===== src/rtl/cpu_mem_arbiter_if.sv =====
// cpu_mem_arbiter_if: requester and wrapper-side signals of the CPU
// memory arbiter; master = arbiter, slave = requesters + bus wrapper.
interface cpu_mem_arbiter_if #(
  parameter int ADDR_W = 32,
  parameter int DATA_W = 32
);
  localparam int SW = DATA_W / 8;

  logic              im_req_i;
  logic [ADDR_W-1:0] im_addr_i;
  logic [DATA_W-1:0] im_rdata_o;
  logic              im_done_o;

  logic              dm_req_i;
  logic              dm_we_i;
  logic [SW-1:0]     dm_wstrb_i;
  logic [ADDR_W-1:0] dm_addr_i;
  logic [DATA_W-1:0] dm_wdata_i;
  logic [DATA_W-1:0] dm_rdata_o;
  logic              dm_done_o;

  logic              bus_req_o;
  logic              bus_we_o;
  logic [SW-1:0]     bus_wstrb_o;
  logic [ADDR_W-1:0] bus_addr_o;
  logic [DATA_W-1:0] bus_wdata_o;
  logic              bus_ack_i;
  logic              bus_done_i;
  logic [DATA_W-1:0] bus_rdata_i;

  modport master (
    input  im_req_i,
    input  im_addr_i,
    output im_rdata_o,
    output im_done_o,
    input  dm_req_i,
    input  dm_we_i,
    input  dm_wstrb_i,
    input  dm_addr_i,
    input  dm_wdata_i,
    output dm_rdata_o,
    output dm_done_o,
    output bus_req_o,
    output bus_we_o,
    output bus_wstrb_o,
    output bus_addr_o,
    output bus_wdata_o,
    input  bus_ack_i,
    input  bus_done_i,
    input  bus_rdata_i
  );

  modport slave (
    output im_req_i,
    output im_addr_i,
    input  im_rdata_o,
    input  im_done_o,
    output dm_req_i,
    output dm_we_i,
    output dm_wstrb_i,
    output dm_addr_i,
    output dm_wdata_i,
    input  dm_rdata_o,
    input  dm_done_o,
    input  bus_req_o,
    input  bus_we_o,
    input  bus_wstrb_o,
    input  bus_addr_o,
    input  bus_wdata_o,
    output bus_ack_i,
    output bus_done_i,
    output bus_rdata_i
  );
endinterface


===== src/rtl/cpu_mem_arbiter.sv =====
// cpu_mem_arbiter: round-robin share of the single CPU memory port
// between instruction fetch (IM) and load/store (DM).
module cpu_mem_arbiter #(
  parameter int ADDR_W = 32,
  parameter int DATA_W = 32
) (
  input  logic ACLK,
  input  logic ARESETn,
  cpu_mem_arbiter_if.master io
);
  localparam int SW = DATA_W / 8;

  localparam int I_IDLE  = 0;
  localparam int I_GRANT = 1;
  localparam int I_WAIT  = 2;
  localparam int I_RESP  = 3;

  typedef enum logic [3:0] {
    IDLE  = 4'b0001,
    GRANT = 4'b0010,
    WAIT  = 4'b0100,
    RESP  = 4'b1000
  } state_t;

  typedef enum logic [1:0] {
    OWN_NONE,
    OWN_IM,
    OWN_DM
  } own_t;

  state_t state, state_nx;
  own_t   owner, owner_nx;

  logic last_dm, last_dm_nx;
  logic pick_im, pick_dm;
  logic grant_im, grant_dm;
  logic capture;

  logic              we_q;
  logic [SW-1:0]     wstrb_q;
  logic [ADDR_W-1:0] addr_q;
  logic [DATA_W-1:0] wdata_q;
  logic [DATA_W-1:0] im_rdata_q;
  logic [DATA_W-1:0] dm_rdata_q;

  // On contention the requester not granted last time wins.
  assign pick_im = io.im_req_i
                 & (~io.dm_req_i | last_dm);
  assign pick_dm = io.dm_req_i & ~pick_im;

  always_comb begin
    state_nx   = state;
    owner_nx   = owner;
    last_dm_nx = last_dm;
    grant_im   = 1'b0;
    grant_dm   = 1'b0;
    capture    = 1'b0;
    unique case (1'b1)
      state[I_IDLE]: begin
        grant_im = pick_im;
        grant_dm = pick_dm;
        if (pick_im) begin
          state_nx   = GRANT;
          owner_nx   = OWN_IM;
          last_dm_nx = 1'b0;
        end else if (pick_dm) begin
          state_nx   = GRANT;
          owner_nx   = OWN_DM;
          last_dm_nx = 1'b1;
        end
      end
      state[I_GRANT]: begin
        if (io.bus_ack_i) begin
          capture  = io.bus_done_i & ~we_q;
          state_nx = io.bus_done_i ? RESP : WAIT;
        end
      end
      state[I_WAIT]: begin
        if (io.bus_done_i) begin
          capture  = ~we_q;
          state_nx = RESP;
        end
      end
      state[I_RESP]: begin
        state_nx = IDLE;
        owner_nx = OWN_NONE;
      end
      default: begin
        state_nx = IDLE;
        owner_nx = OWN_NONE;
      end
    endcase
  end

  always_ff @(posedge ACLK or negedge ARESETn) begin
    if (!ARESETn) begin
      state   <= IDLE;
      owner   <= OWN_NONE;
      last_dm <= 1'b1;
    end else begin
      state   <= state_nx;
      owner   <= owner_nx;
      last_dm <= last_dm_nx;
    end
  end

  // Request fields are frozen at grant so the wrapper sees stable values.
  always_ff @(posedge ACLK or negedge ARESETn) begin
    if (!ARESETn) begin
      we_q    <= 1'b0;
      wstrb_q <= '0;
      addr_q  <= '0;
      wdata_q <= '0;
    end else if (grant_im) begin
      we_q    <= 1'b0;
      wstrb_q <= '0;
      addr_q  <= io.im_addr_i;
      wdata_q <= '0;
    end else if (grant_dm) begin
      we_q    <= io.dm_we_i;
      wstrb_q <= io.dm_we_i ? io.dm_wstrb_i : '0;
      addr_q  <= io.dm_addr_i;
      wdata_q <= io.dm_wdata_i;
    end
  end

  always_ff @(posedge ACLK or negedge ARESETn) begin
    if (!ARESETn) begin
      im_rdata_q <= '0;
      dm_rdata_q <= '0;
    end else if (capture) begin
      if (owner == OWN_IM) begin
        im_rdata_q <= io.bus_rdata_i;
      end
      if (owner == OWN_DM) begin
        dm_rdata_q <= io.bus_rdata_i;
      end
    end
  end

  assign io.bus_req_o   = state[I_GRANT];
  assign io.bus_we_o    = we_q;
  assign io.bus_wstrb_o = wstrb_q;
  assign io.bus_addr_o  = addr_q;
  assign io.bus_wdata_o = wdata_q;

  assign io.im_done_o  = state[I_RESP]
                       & (owner == OWN_IM);
  assign io.dm_done_o  = state[I_RESP]
                       & (owner == OWN_DM);
  assign io.im_rdata_o = im_rdata_q;
  assign io.dm_rdata_o = dm_rdata_q;
endmodule

===== src/flat_wrapper.sv =====
// flat-port wrapper written by rule: the top's interface ports become plain ports
module cpu_mem_arbiter_flat 
#(
  parameter int ADDR_W = 32,
  parameter int DATA_W = 32
)
  (ACLK, ARESETn, io_im_req_i, io_im_addr_i, io_im_rdata_o, io_im_done_o, io_dm_req_i, io_dm_we_i, io_dm_wstrb_i, io_dm_addr_i, io_dm_wdata_i, io_dm_rdata_o, io_dm_done_o, io_bus_req_o, io_bus_we_o, io_bus_wstrb_o, io_bus_addr_o, io_bus_wdata_o, io_bus_ack_i, io_bus_done_i, io_bus_rdata_i);
  cpu_mem_arbiter_if #(.ADDR_W(ADDR_W), .DATA_W(DATA_W)) io_i ();
  input  logic ACLK;
  input  logic ARESETn;
  input wire logic [$bits(io_i.im_req_i)-1:0] io_im_req_i;
  input wire logic [$bits(io_i.im_addr_i)-1:0] io_im_addr_i;
  output wire logic [$bits(io_i.im_rdata_o)-1:0] io_im_rdata_o;
  output wire logic [$bits(io_i.im_done_o)-1:0] io_im_done_o;
  input wire logic [$bits(io_i.dm_req_i)-1:0] io_dm_req_i;
  input wire logic [$bits(io_i.dm_we_i)-1:0] io_dm_we_i;
  input wire logic [$bits(io_i.dm_wstrb_i)-1:0] io_dm_wstrb_i;
  input wire logic [$bits(io_i.dm_addr_i)-1:0] io_dm_addr_i;
  input wire logic [$bits(io_i.dm_wdata_i)-1:0] io_dm_wdata_i;
  output wire logic [$bits(io_i.dm_rdata_o)-1:0] io_dm_rdata_o;
  output wire logic [$bits(io_i.dm_done_o)-1:0] io_dm_done_o;
  output wire logic [$bits(io_i.bus_req_o)-1:0] io_bus_req_o;
  output wire logic [$bits(io_i.bus_we_o)-1:0] io_bus_we_o;
  output wire logic [$bits(io_i.bus_wstrb_o)-1:0] io_bus_wstrb_o;
  output wire logic [$bits(io_i.bus_addr_o)-1:0] io_bus_addr_o;
  output wire logic [$bits(io_i.bus_wdata_o)-1:0] io_bus_wdata_o;
  input wire logic [$bits(io_i.bus_ack_i)-1:0] io_bus_ack_i;
  input wire logic [$bits(io_i.bus_done_i)-1:0] io_bus_done_i;
  input wire logic [$bits(io_i.bus_rdata_i)-1:0] io_bus_rdata_i;
  assign io_i.im_req_i = io_im_req_i;
  assign io_i.im_addr_i = io_im_addr_i;
  assign io_im_rdata_o = io_i.im_rdata_o;
  assign io_im_done_o = io_i.im_done_o;
  assign io_i.dm_req_i = io_dm_req_i;
  assign io_i.dm_we_i = io_dm_we_i;
  assign io_i.dm_wstrb_i = io_dm_wstrb_i;
  assign io_i.dm_addr_i = io_dm_addr_i;
  assign io_i.dm_wdata_i = io_dm_wdata_i;
  assign io_dm_rdata_o = io_i.dm_rdata_o;
  assign io_dm_done_o = io_i.dm_done_o;
  assign io_bus_req_o = io_i.bus_req_o;
  assign io_bus_we_o = io_i.bus_we_o;
  assign io_bus_wstrb_o = io_i.bus_wstrb_o;
  assign io_bus_addr_o = io_i.bus_addr_o;
  assign io_bus_wdata_o = io_i.bus_wdata_o;
  assign io_i.bus_ack_i = io_bus_ack_i;
  assign io_i.bus_done_i = io_bus_done_i;
  assign io_i.bus_rdata_i = io_bus_rdata_i;
  cpu_mem_arbiter #(.ADDR_W(ADDR_W), .DATA_W(DATA_W)) u_core (.ACLK(ACLK), .ARESETn(ARESETn), .io(io_i));
endmodule

===== config.mk =====
export PLATFORM = sky130hd
export DESIGN_NAME = cpu_mem_arbiter_flat
export DESIGN_NICKNAME = d
export VERILOG_FILES = /design/src/rtl/cpu_mem_arbiter_if.sv /design/src/rtl/cpu_mem_arbiter.sv /design/src/flat_wrapper.sv
export SDC_FILE = /design/constraint.sdc
export NUM_CORES = 1
export LEC_CHECK = 0
export CAP_MARGIN = 40
export CORE_MARGIN = 2
export CORE_UTILIZATION = 44
export DETAILED_ROUTE_END_ITERATION = 10
export PLACE_DENSITY = 0.82
export SYNTH_ARGS = -nofsm -noshare
export SYNTH_HDL_FRONTEND = slang
export SYNTH_SLANG_ARGS = --single-unit

===== constraint.sdc =====
create_clock -name ACLK -period 3.1 [get_ports ACLK]
set_input_delay 0.93 -clock ACLK [delete_from_list [all_inputs] [get_ports ACLK]]
set_output_delay 0.93 -clock ACLK [all_outputs]
set_load 0.02 [all_outputs]

# ---- Word level (Yosys, flattened, before mapping)
# Index checks and enable logic that the tools add are counted.
dict set report totals {
  ff_bits 140
  inputBits 139
  output_inout_bits 136
  word_cells 58
}
dict set report op_classes {
  n_eq_ne 5
  muxes 25
  n_bitwise 10
  n_reduce_logical 8
}
# operator count
set ops {}
lappend ops {{two-way mux 32 bit} 4}
lappend ops {{two-way mux 4 bit} 8}
lappend ops {{case mux 4 bit (3 select lines)} 1}
lappend ops {{two-way mux 1 bit} 8}
lappend ops {{AND reduction 2 bit} 4}
lappend ops {{bitwise AND 1 bit} 5}
lappend ops {{two-way mux 2 bit} 2}
lappend ops {{!= test 2 bit, second input constant} 2}
lappend ops {{inverter 1 bit} 4}
lappend ops {{case mux 2 bit (2 select lines)} 1}
lappend ops {{nonzero test 2 bit} 2}
lappend ops {{!= test 3 bit, second input constant} 1}
lappend ops {{AND reduction 3 bit} 1}
lappend ops {{== test 2 x 1 -> 1 bit, second input constant} 1}
lappend ops {{== test 2 bit, second input constant} 1}
lappend ops {{case mux 1 bit (2 select lines)} 1}
lappend ops {{OR reduction 2 bit} 1}
lappend ops {{bitwise OR 1 bit} 1}

# ---- Depth between registers and ports, before layout
# Gate-level depths: netlist (run 1).
dict set report logic_depth {
  word_depth 8
  depth_mapped 5
  ltp_nobuf 3
}

# ---- Worst setup path before layout (run 1)
# No wires, ideal clock.
dict set report synth_path {
  kind {input port to flip-flop}
  start {input io_bus_done_i}
  end {register u_core.dm_rdata_q[10] (netlist: u_core.io.dm_rdata_o[10])}
  setup_time_ns 0.125
  arrival_time_ns 1.705
  required_ns 2.975
  path_slack_ns 1.270
  cell_stages 4
  n_path_buf 1
  cell_sequence {and4bb_1 nand2_4 buf_12 mux2_4}
}
dict set report synth_between {
  elab_chain_cells 4
  word_cells_on_any_way 5
  cone_classes {mux (3); bitwise (1); reduce/logical (1)}
}
# item line_no
set synth_rtl {}
lappend synth_rtl {{start: declaration} flat_wrapper.sv:28} ;# input wire logic [$bits(io_i.bus_done_i)-1:0] io_bus_done_i;
lappend synth_rtl {{bitwise AND 1 bit} cpu_mem_arbiter.sv:74} ;# capture = io.bus_done_i & ~we_q;
lappend synth_rtl {{two-way mux 1 bit} cpu_mem_arbiter.sv:73} ;# if (io.bus_ack_i) begin
lappend synth_rtl {{case mux 1 bit (2 select lines) *} cpu_mem_arbiter.sv:58} ;# unique case (1'b1)
lappend synth_rtl {{AND reduction 2 bit (no source line) *} --}
lappend synth_rtl {{end signal: assignment} cpu_mem_arbiter.sv:136} ;# dm_rdata_q <= io.bus_rdata_i;
lappend synth_rtl {{end: declaration} cpu_mem_arbiter.sv:44} ;# logic [DATA_W-1:0] dm_rdata_q;
# Every way passes the cells marked *; elsewhere a longest branch is shown, timed or not.
# A chain may end at the register's enable or synchronous reset.

# ---- Final worst setup path (run 1)
dict set report layout_path {
  start {register u_core.owner[0]}
  end {output io_dm_done_o}
}
dict set report layout_between {
  elab_chain_cells 2
}
# item line_no
set layout_rtl {}
lappend layout_rtl {{start: declaration} cpu_mem_arbiter.sv:32} ;# own_t owner, owner_nx;
lappend layout_rtl {{start signal: assignment} cpu_mem_arbiter.sv:102} ;# owner <= owner_nx;
lappend layout_rtl {{== test 2 bit} cpu_mem_arbiter.sv:150} ;# & (owner == OWN_DM);
lappend layout_rtl {{bitwise AND 1 bit} cpu_mem_arbiter.sv:150}
lappend layout_rtl {{end: declaration} flat_wrapper.sv:21} ;# output wire logic [$bits(io_i.dm_done_o)-1:0] io_dm_done_o;
# No other way between the ends.

==> metrics, run 1 <==
Yosys top cell by area dfrtp_1; Power Density approximately 1000 mW/mm2; GP Congestion 0.753; RSZ-0062 raised after global routing no; Design Power between 9 and 10 mW; FMAX between 0.3 and 0.4 GHz; area delta synth->final 58.1%; CTS Buffer Depth 2; synthesized instance count ~360; critical setup path kind register to primary output; synth top area cells dfrtp_1, mux2_4, o221a_1; Sw Ratio 33.8%; Max IR drop VDD 0.493 mV; top-area cell type share of the netlist area 59.6%; Clk pwr share between 20 and 25%; R2R setup slack 1.30 ns; CP Capture Type primary output; post-CTS resize count 0; syn avg cell area 16.2 um2; largest net degree at the start of global routing 60; EDFF count, synth 0; crit share post-route 85.5%; hpwl dp around 11000 um; leakage power approximately 4 nW; relative slew slack between 50% and 60%; startpoint types register; status completed; Tightest Pin Transition ~0.64 ns; Setup-failing EPs final 0; via count 4199; Final Hold Viols 0; Synthesized Nets about 500; asr flop ratio synth 100%; H-tree Lvls 4; Die ar. ~0.014 mm2; 1st-iter DRT viols slightly above 300; Via density approximately 5.1; core box area 0.0127 mm2; CTS Buf Count 17; CTS tree yes; Max-Cap Viols 0; Netlist Area Pre-Place ~0.0058 mm2; I/O pin count ~280; worst setup path endpoint io_dm_done_o; Gate power share a little under half; fin nets slightly below 800; #FFs+latches synth 140; Filler Cells Inserted ~880; internal power 6.31 mW; crit path from u_core.owner[0]; Yosys warning total 0; Tmin final around 2.7 ns; ratio of cells with drive above 1 in the final layout between 10% and 20%; Psw between 3 and 4 mW; Top FF cell, synth dfrtp_1; Distinct cells, synth 31; GRT Util Overall 23.3%; root buffer cell clkbuf_16; worst path arrival time roughly 1.7 ns; Die W 119 um; DIE HEIGHT 119 um; Reg2Reg Depth 3; Port Buffers around 270; DRT Pass-1 Iters 4; clock-pin slew on the worst setup and hold paths 0.05 ns; RR Startpoint u_core.state[0]; number of antenna diodes 0; drt drc 0; per-cell routed wire length between 15 and 20 um; Final Skew roughly 0.0066 ns; first-pass GRT wire length about 25000 um; final design utilization roughly 72%; count leader, synth dfrtp_1; Setup TNS 0 ns; initial antenna violation count 0; vias in the first global route approximately 4.5k; Worst EP required roughly 2.2 ns; postcts setup bufs 0; Post-CTS Hold Buffers 0; GRT overflow 0; row count 41; Routed WL ~16000 um; Slew Limit Fails 0; top post-synthesis cells by count dfrtp_1, mux2_4, a22o_1, nand2b_1, o221a_1; Crit Reg-Reg Endpoint u_core.io.bus_wdata_o[15]; maximum fanout along the worst path 5; Seq/Total Area, Yosys between 60% and 70%; Starting Density 45.6%; # clock sinks 140; Final ANT Viol Nets 0; clock latency on the worst-skew pair roughly 0.4 ns; Hold Path Class input pin to async pin; sequential fraction of design power roughly a third
## metal layers
layer	part of all wire (%)	global-route usage (%)
met1	40	27.7
met5	0	0
met2	50	38.9
met4	1.9	8.78
met3	7.6	7.92
## layout by cell type, fill, tap and decap left out, types with 3 or more instances in the layout
cell type | Yosys | layout
clkdlybuf4s50_1 | 0 | 273
dfrtp_1 | 138 | 138
mux2_4 | 60 | 60
nand2b_1 | 34 | 34
a22o_1 | 34 | 34
o221a_1 | 29 | 29
clkbuf_16 | 0 | 17
buf_4 | 9 | 6
nand2_1 | 5 | 5
clkinv_2 | 0 | 5
a32o_1 | 4 | 4
mux2_2 | 4 | 4
o221a_2 | 3 | 3
clkbuf_1 | 0 | 3
## power by group through the flow
stage,clock network (mW),registers (mW),logic [mW]
detailed placement,0,3.14,4.48
global route,2.05,3.24,4.68
global placement,0,3.11,4.37
finish,1.93,3.14,4.45
floorplan,0,4.01,1.48
CTS,1.96,3.14,4.50
## critical path, stage by stage, from the launching register on
cell and delay [ns]:
dfrtp_1 0.42, and3b_2 0.25, clkdlybuf4s50_1 0.64
## flip-flops by register name (all words and copies together) (netlist names)
signal,flops
u_core.io.bus_addr_o,32
u_core.io.bus_wdata_o,32
u_core.io.dm_rdata_o,32
u_core.io.im_rdata_o,32
u_core.io.bus_wstrb_o,4
u_core.state,4
u_core.owner,2
u_core.io.bus_we_o,1
u_core.last_dm,1
## metrics by stage
stage	instance area (um2)	hold WS [ns]	cells	setup slack, ns
after floorplan	5800	0.452	357	1.27
after global placement	8610	0.466	788	0.383
after detailed placement	8610	0.472	788	0.323
after global routing	9170	0.516	818	0.377
final	9170	0.477	818	0.449
after CTS	9170	0.481	818	0.431
## how the worst min path moves through the flow
stage / end / startpoint / depth (start not counted) / slack (ns)
final: u_core.io.im_rdata_o[28] / ARESETn / 1 / 0.48
after global routing: u_core.io.im_rdata_o[28] / ARESETn / 1 / 0.52
after CTS: u_core.last_dm / u_core.last_dm / 2 / 0.48
after detailed placement: u_core.last_dm / u_core.last_dm / 2 / 0.47
after global placement: u_core.last_dm / u_core.last_dm / 2 / 0.47
after floorplan: u_core.last_dm / u_core.last_dm / 2 / 0.45
## cell type report
class | instances | area, um2 | share of cell area [%]
Clock buffer | 22 | 464 | 5.06
Clock inverter | 8 | 93.8 | 1.02
Inverter | 1 | 3.75 | 0.0410
Multi-Input combinational cell | 193 | 2050 | 22.4
Sequential cell | 140 | 3510 | 38.2
Tap cell | 172 | 215 | 2.35
Timing Repair Buffer | 282 | 2830 | 30.9
## logic make-up (layout without fill, tap and decap cells)
family	count (synthesis)	after routing	synth area share, %
DFF	140	140	60.5
buffers and inverters	24	313	4.21
muxes	64	64	16.3
and+or+nand+nor	51	51	5.81
AOI/OAI and AO/OA	78	78	13.2
Note: power is estimated with default switching activity, not from simulation.
==> inputs of run 2 (changes only) <==
--- a/config.mk
+++ b/config.mk
@@ -6,7 +6,6 @@
 export NUM_CORES = 1
 export LEC_CHECK = 0
 export CAP_MARGIN = 40
-export CORE_MARGIN = 2
 export CORE_UTILIZATION = 44
 export DETAILED_ROUTE_END_ITERATION = 10
 export PLACE_DENSITY = 0.82
==> run 2 against run 1 <==
  * Critical path depth did not move
  * Non-clock buffer count fell by 1
  * Utilization rose by 0.35 points
  * Routed wire length rose by 1.7%
  * Final cell count rose by 0.12%
  * Flip-flop and latch count did not move
  * First-iteration DRC count fell by 5.9%
  * Die area fell by 3.3%
  * Sequential power barely moved
  * Setup slack improved by 0.023 ns
  * Count of clock-buffer cells in the layout fell by 3
  * Critical endpoint unchanged
  * Largest cell class unchanged
==> metrics, run 2 (synthesized netlist as in run 1, its figures left out) <==
Power Density 1060 mW/mm2 (+1.6%); Tmin final 2.63 ns (-0.0228 ns); CP max-delay cell clkdlybuf4s50_1; I/O pin count 275 (unchanged); H-tree Lvls 4 (unchanged); CP max stage delay 0.62 ns (-0.02 ns); Routed WL 16300 um (+1.7%); clock-pin slew on the worst setup and hold paths 0.06 ns (about the same); vias in the first global route 4384 (-2.6%); Setup TNS 0 ns (unchanged); startpoint types register; leakage power 4.11 nW (about the same); FMAX 0.380 GHz (+0.87%); Worst EP required 2.17 ns (about the same); Tightest Pin Transition 0.632 ns (-0.0108 ns); per-cell routed wire length 19.9 um (+1.6%); most frequent cells in the layout clkdlybuf4s50_1, dfrtp_1, mux2_4; Final Hold Viols 0 (unchanged); Design Power 9.73 mW (+2.1%); Die ar. 0.0136 mm2 (-3.3%); status completed; CTS Buffer Depth 2 (unchanged); post-CTS resize count 0 (unchanged); final instance area 0.00921 mm2 (+0.49%); final design utilization 72.4% (+0.35 points); Placed Area 0.00859 mm2 (-0.23%); via count 4296 (+2.3%); drt drc 0 (unchanged); # clock sinks 140 (unchanged); first-pass GRT wire length 24000 um (-5.2%); fin nets 773 (-0.13%); Slew Limit Fails 0 (unchanged); GRT Util Overall 24.0% (+0.68 points); Max-Cap Viols 0 (unchanged); area of the multi-input gates 0.00205 mm2 (unchanged); DRT Pass-1 Iters 4 (unchanged); DIE HEIGHT 117 um (-1.7%); Die W 117 um (-1.7%); maximum fanout along the worst path 5 (unchanged); commonest non-fill, non-tap cell in the layout clkdlybuf4s50_1; number of antenna diodes 0 (unchanged); clock latency on the worst-skew pair 0.41 ns (about the same); Post-CTS Hold Buffers 0 (unchanged); Hold Path Class input pin to async pin; critical setup path kind register to primary output; core box area 0.0127 mm2 (unchanged); hpwl dp 11300 um (-1.9%); area delta synth->final 58.9%; Starting Density 45.6% (unchanged); Max IR drop VDD 0.505 mV (+2.4%); crit share post-route 84.8% (-0.74 points); Final Skew 0.00995 ns (+0.00336 ns); Via density 5.25 (+2.2%); root buffer cell clkbuf_16; crit-path cells and3b_2, clkdlybuf4s50_1; Final ANT Viol Nets 0 (unchanged); initial antenna violation count 0 (unchanged); worst path arrival time 1.70 ns (-0.02 ns); row count 41 (unchanged); Reg area 0.00351 mm2 (unchanged); relative slew slack 57.8% (+0.68 points); 1st-iter DRT viols 287 (-5.9%); hold slack 0.460 ns (-0.0165 ns); Setup-failing EPs final 0 (unchanged); Filler Cells Inserted 882 (-0.11%); GP Congestion 0.758 (+0.73%); CP Capture Type primary output; CTS tree yes; largest net degree at the start of global routing 60 (unchanged); postcts setup bufs 0 (unchanged); CTS Buf Count 17 (unchanged); RSZ-0062 raised after global routing no; ratio of cells with drive above 1 in the final layout 17.9% (+0.28 points); Port Buffers 274 (unchanged); GRT overflow 0 (unchanged)
run 2: changes by cell type in the layout (fill, tap and decap cells not counted), moves of 2 or more:
cell / previous run / this run
clkinv_2: 5 / 1
clkinvlp_4: 0 / 4
bufinv_16: 2 / 4
clkbuf_8: 2 / 0
inv_6: 0 / 2
run 2: per-layer routing:
layer / up-vias / global-route usage (%) / share of wire [%]
met1: 2168 / 27.4 / 38
met3: 24 / 7.62 / 8.4
met4: 0 / 9.87 / 2.0
met2: 212 / 41.6 / 51
met5: - / 0 / 0
li1: 1892 / - / -
run 2: power breakdown:
group | switching (mW) | leakage (nW) | internal [mW] | total (mW)
Clock | 0.793 | 0.290 | 1.35 | 2.15
Combinational | 1.99 | 2.09 | 2.44 | 4.44
Sequential | 0.508 | 1.73 | 2.64 | 3.15
Total | 3.30 | 4.11 | 6.43 | 9.73
run 2: cell type report:
class,count,share of cell area [%]
well taps,172,2.34
clock inverters,13,2.06
inverters,1,0.0407
flip-flops and latches,140,38.1
clock buffers,19,4.70
repair buffers,281,30.5
multi-input cells,193,22.3
run 2: final timing paths:
path,start,end,slack [ns],cells past startpoint
worst max-delay path,u_core.owner[0],io_dm_done_o,0.47,2
worst min-delay path,ARESETn,u_core.io.im_rdata_o[4],0.46,1
worst max register to register,u_core.state[1],u_core.io.im_rdata_o[31],1.38,3
worst min register to register,u_core.last_dm,u_core.last_dm,0.48,2
max in group asynchronous,ARESETn,u_core.state[2],1.86,2
min in group ACLK,u_core.last_dm,u_core.last_dm,0.48,2
run 2: per-stage QoR:
stage	cells	setup WS, ns
5_1_grt	819	0.403
3_3_place_gp	787	0.436
2_1_floorplan	357	1.27
6_report	819	0.471
4_1_cts	819	0.436
3_5_place_dp	787	0.422
run 2: critical path, delay by kind of cell, from the launching register on:
family,cells,cell delay [ns]
buffers and inverters,1,0.62
flip-flops,1,0.42
AND/OR/NAND/NOR,1,0.25
==> inputs of run 3 (changes only) <==
--- a/config.mk
+++ b/config.mk
@@ -6,9 +6,9 @@
 export NUM_CORES = 1
 export LEC_CHECK = 0
 export CAP_MARGIN = 40
-export CORE_UTILIZATION = 44
+export CORE_UTILIZATION = 41
 export DETAILED_ROUTE_END_ITERATION = 10
-export PLACE_DENSITY = 0.82
+export PLACE_DENSITY = 0.77
 export SYNTH_ARGS = -nofsm -noshare
 export SYNTH_HDL_FRONTEND = slang
 export SYNTH_SLANG_ARGS = --single-unit
==> constraint.sdc (replaced) <==
create_clock -name ACLK -period 2.6 [get_ports ACLK]
set_input_delay 0.78 -clock ACLK [delete_from_list [all_inputs] [get_ports ACLK]]
set_output_delay 0.78 -clock ACLK [all_outputs]
set_load 0.02 [all_outputs]
==> run 3 against run 2 <==
  * Via count is 0.77% lower
  * Worst hold slack worse by 0.14 ns
  * Global-route usage is 1.7 points lower
  * Utilization is 4.9 points lower
  * Setup slack worse by 0.33 ns
  * Non-clock buffer count is 7 higher
  * Register-to-register slack worse by 0.32 ns
  * Total power is 19% higher
  * Flip-flop and latch count stayed put
  * Critical endpoint unchanged
  * Largest cell class unchanged
==> metrics, run 3 (synthesized netlist as in run 1, its figures left out) <==
status completed; vias in the first global route 4528 (+3.3%); largest net degree at the start of global routing 60 (unchanged); CTS tree yes; Power Density 1240 mW/mm2 (+17%); hold slack 0.321 ns (-0.139 ns); most frequent cells in the layout clkdlybuf4s50_1, dfrtp_1, mux2_4; worst path arrival time 1.68 ns (-0.02 ns); Via density 5.11 (-2.6%); internal power 7.67 mW (+19%); Tmin final 2.46 ns; commonest non-fill, non-tap cell in the layout clkdlybuf4s50_1; FMAX 0.407 GHz; Max IR drop VDD 0.563 mV (+12%); maximum fanout along the worst path 5 (unchanged); hpwl dp 11300 um (+0.26%); area delta synth->final 60.9%; Starting Density 41.9% (-3.6 points); root buffer cell clkbuf_16; Setup-failing EPs final 0 (unchanged); Max-Cap Viols 0 (unchanged); GRT Util Overall 22.3% (-1.7 points); relative slew slack 63.5% (+5.7 points); number of antenna diodes 0 (unchanged); Psw 3.86 mW (+17%); via count 4263 (-0.77%); DIE HEIGHT 121 um (+3.5%); RR Startpoint u_core.state[1]; Hold Path Class input pin to async pin; crit share post-route between 90% and 100%; Crit Reg-Reg Endpoint u_core.io.dm_rdata_o[31]; Gate power share 46.1% (+0.5 points); I/O pin count 275 (unchanged); row count 43 (+4.9%); clock latency on the worst-skew pair 0.41 ns (about the same); drt drc 0 (unchanged); clock-pin slew on the worst setup and hold paths 0.06 ns (about the same); RSZ-0062 raised after global routing no; post-CTS resize count 0 (unchanged); startpoint types register; Final Hold Viols 0 (unchanged); Die ar. 0.0146 mm2 (+7.2%); CTS Buffer Depth 2 (unchanged); Post-CTS Hold Buffers 0 (unchanged); Filler Cells Inserted 951 (+7.8%); Final ANT Viol Nets 0 (unchanged); sequential fraction of design power 32.6% (+0.3 points); Die W 121 um (+3.5%); 1st-iter DRT viols 247 (-14%); Slew Limit Fails 0 (unchanged); leakage power 4.18 nW (+1.7%); GRT overflow 0 (unchanged); # clock sinks 140 (unchanged); R2R setup slack 1.06 ns (-0.32 ns); initial antenna violation count 0 (unchanged); critical setup path kind register to primary output; Reg2Reg Depth 4 (+1); Port Buffers 274 (unchanged); per-cell routed wire length 18.8 um (-5.5%); Clk pwr share 21.2% (-0.9 points); Setup TNS 0 ns (unchanged); CP Capture Type primary output; Sw Ratio 33.5% (-0.40 points); core box area 0.0138 mm2 (+8.7%); Tightest Pin Transition 0.547 ns (-0.0854 ns); CTS Buf Count 17 (unchanged); GP Congestion 0.772 (+1.8%); Worst EP required 1.82 ns (-0.35 ns); postcts setup bufs 0 (unchanged); first-pass GRT wire length 24700 um (+2.6%); H-tree Lvls 4 (unchanged); DRT Pass-1 Iters 7 (+3); ratio of cells with drive above 1 in the final layout 18.7% (+0.73 points); fin nets 780 (+0.91%); Final Skew 0.00584 ns (-0.00411 ns); Routed WL 15700 um (-3.7%)
-- run 3: stage by stage --
stage / util, % / power (mW) / setup WS [ns] / area [um2] / instances
CTS: 67.5 / 11.6 / 0.107 / 9330 / 834
global placement: 63.1 / 8.97 / 0.266 / 8730 / 802
finish: 67.5 / 11.5 / 0.140 / 9330 / 834
floorplan: - / 6.54 / 0.920 / 5800 / 357
detailed placement: 63.1 / 9.11 / 0.201 / 8730 / 802
global route: 67.5 / 12.1 / 0.0753 / 9330 / 834
-- run 3: cell type report --
type	instances	area, um2	share of cell area, %
Clock buffer	22	464	4.98
Clock inverter	10	139	1.49
Inverter	1	3.75	0.0402
Multi-Input combinational cell	193	2050	22.0
Sequential cell	140	3510	37.6
Tap cell	180	225	2.41
Timing Repair Buffer	288	2940	31.5
-- run 3: power by group through the flow --
stage	sequential (mW)	clock, mW	combinational, mW
finish	3.76	2.45	5.32
global route	3.88	2.61	5.61
CTS	3.77	2.50	5.36
detailed placement	3.76	0	5.35
global placement	3.73	0	5.24
floorplan	4.78	0	1.77
-- run 3: worst max path at each step --
stage / startpoint / to / slack (ns) / cells after the start
after global placement: io_bus_done_i / u_core.io.dm_rdata_o[31] / 0.27 / 5
after floorplan: io_bus_done_i / u_core.io.dm_rdata_o[10] / 0.92 / 4
after global routing: u_core.owner[1] / io_im_done_o / 0.08 / 2
after CTS: u_core.owner[1] / io_im_done_o / 0.11 / 2
final: u_core.owner[0] / io_dm_done_o / 0.14 / 2
after detailed placement: io_bus_done_i / u_core.io.dm_rdata_o[31] / 0.20 / 5
-- run 3: per-layer routing --
metal / wire, um / GRT usage [%]
met1: 6490 / 28.4
met2: 7620 / 35.6
met4: 381 / 8.64
met5: 0 / 0
met3: 1160 / 6.63
-- run 3: critical path, stage by stage, from the launching register on --
cell	delay, ns
dfrtp_1	0.41
and3b_2	0.23
clkdlybuf4s50_1	0.62
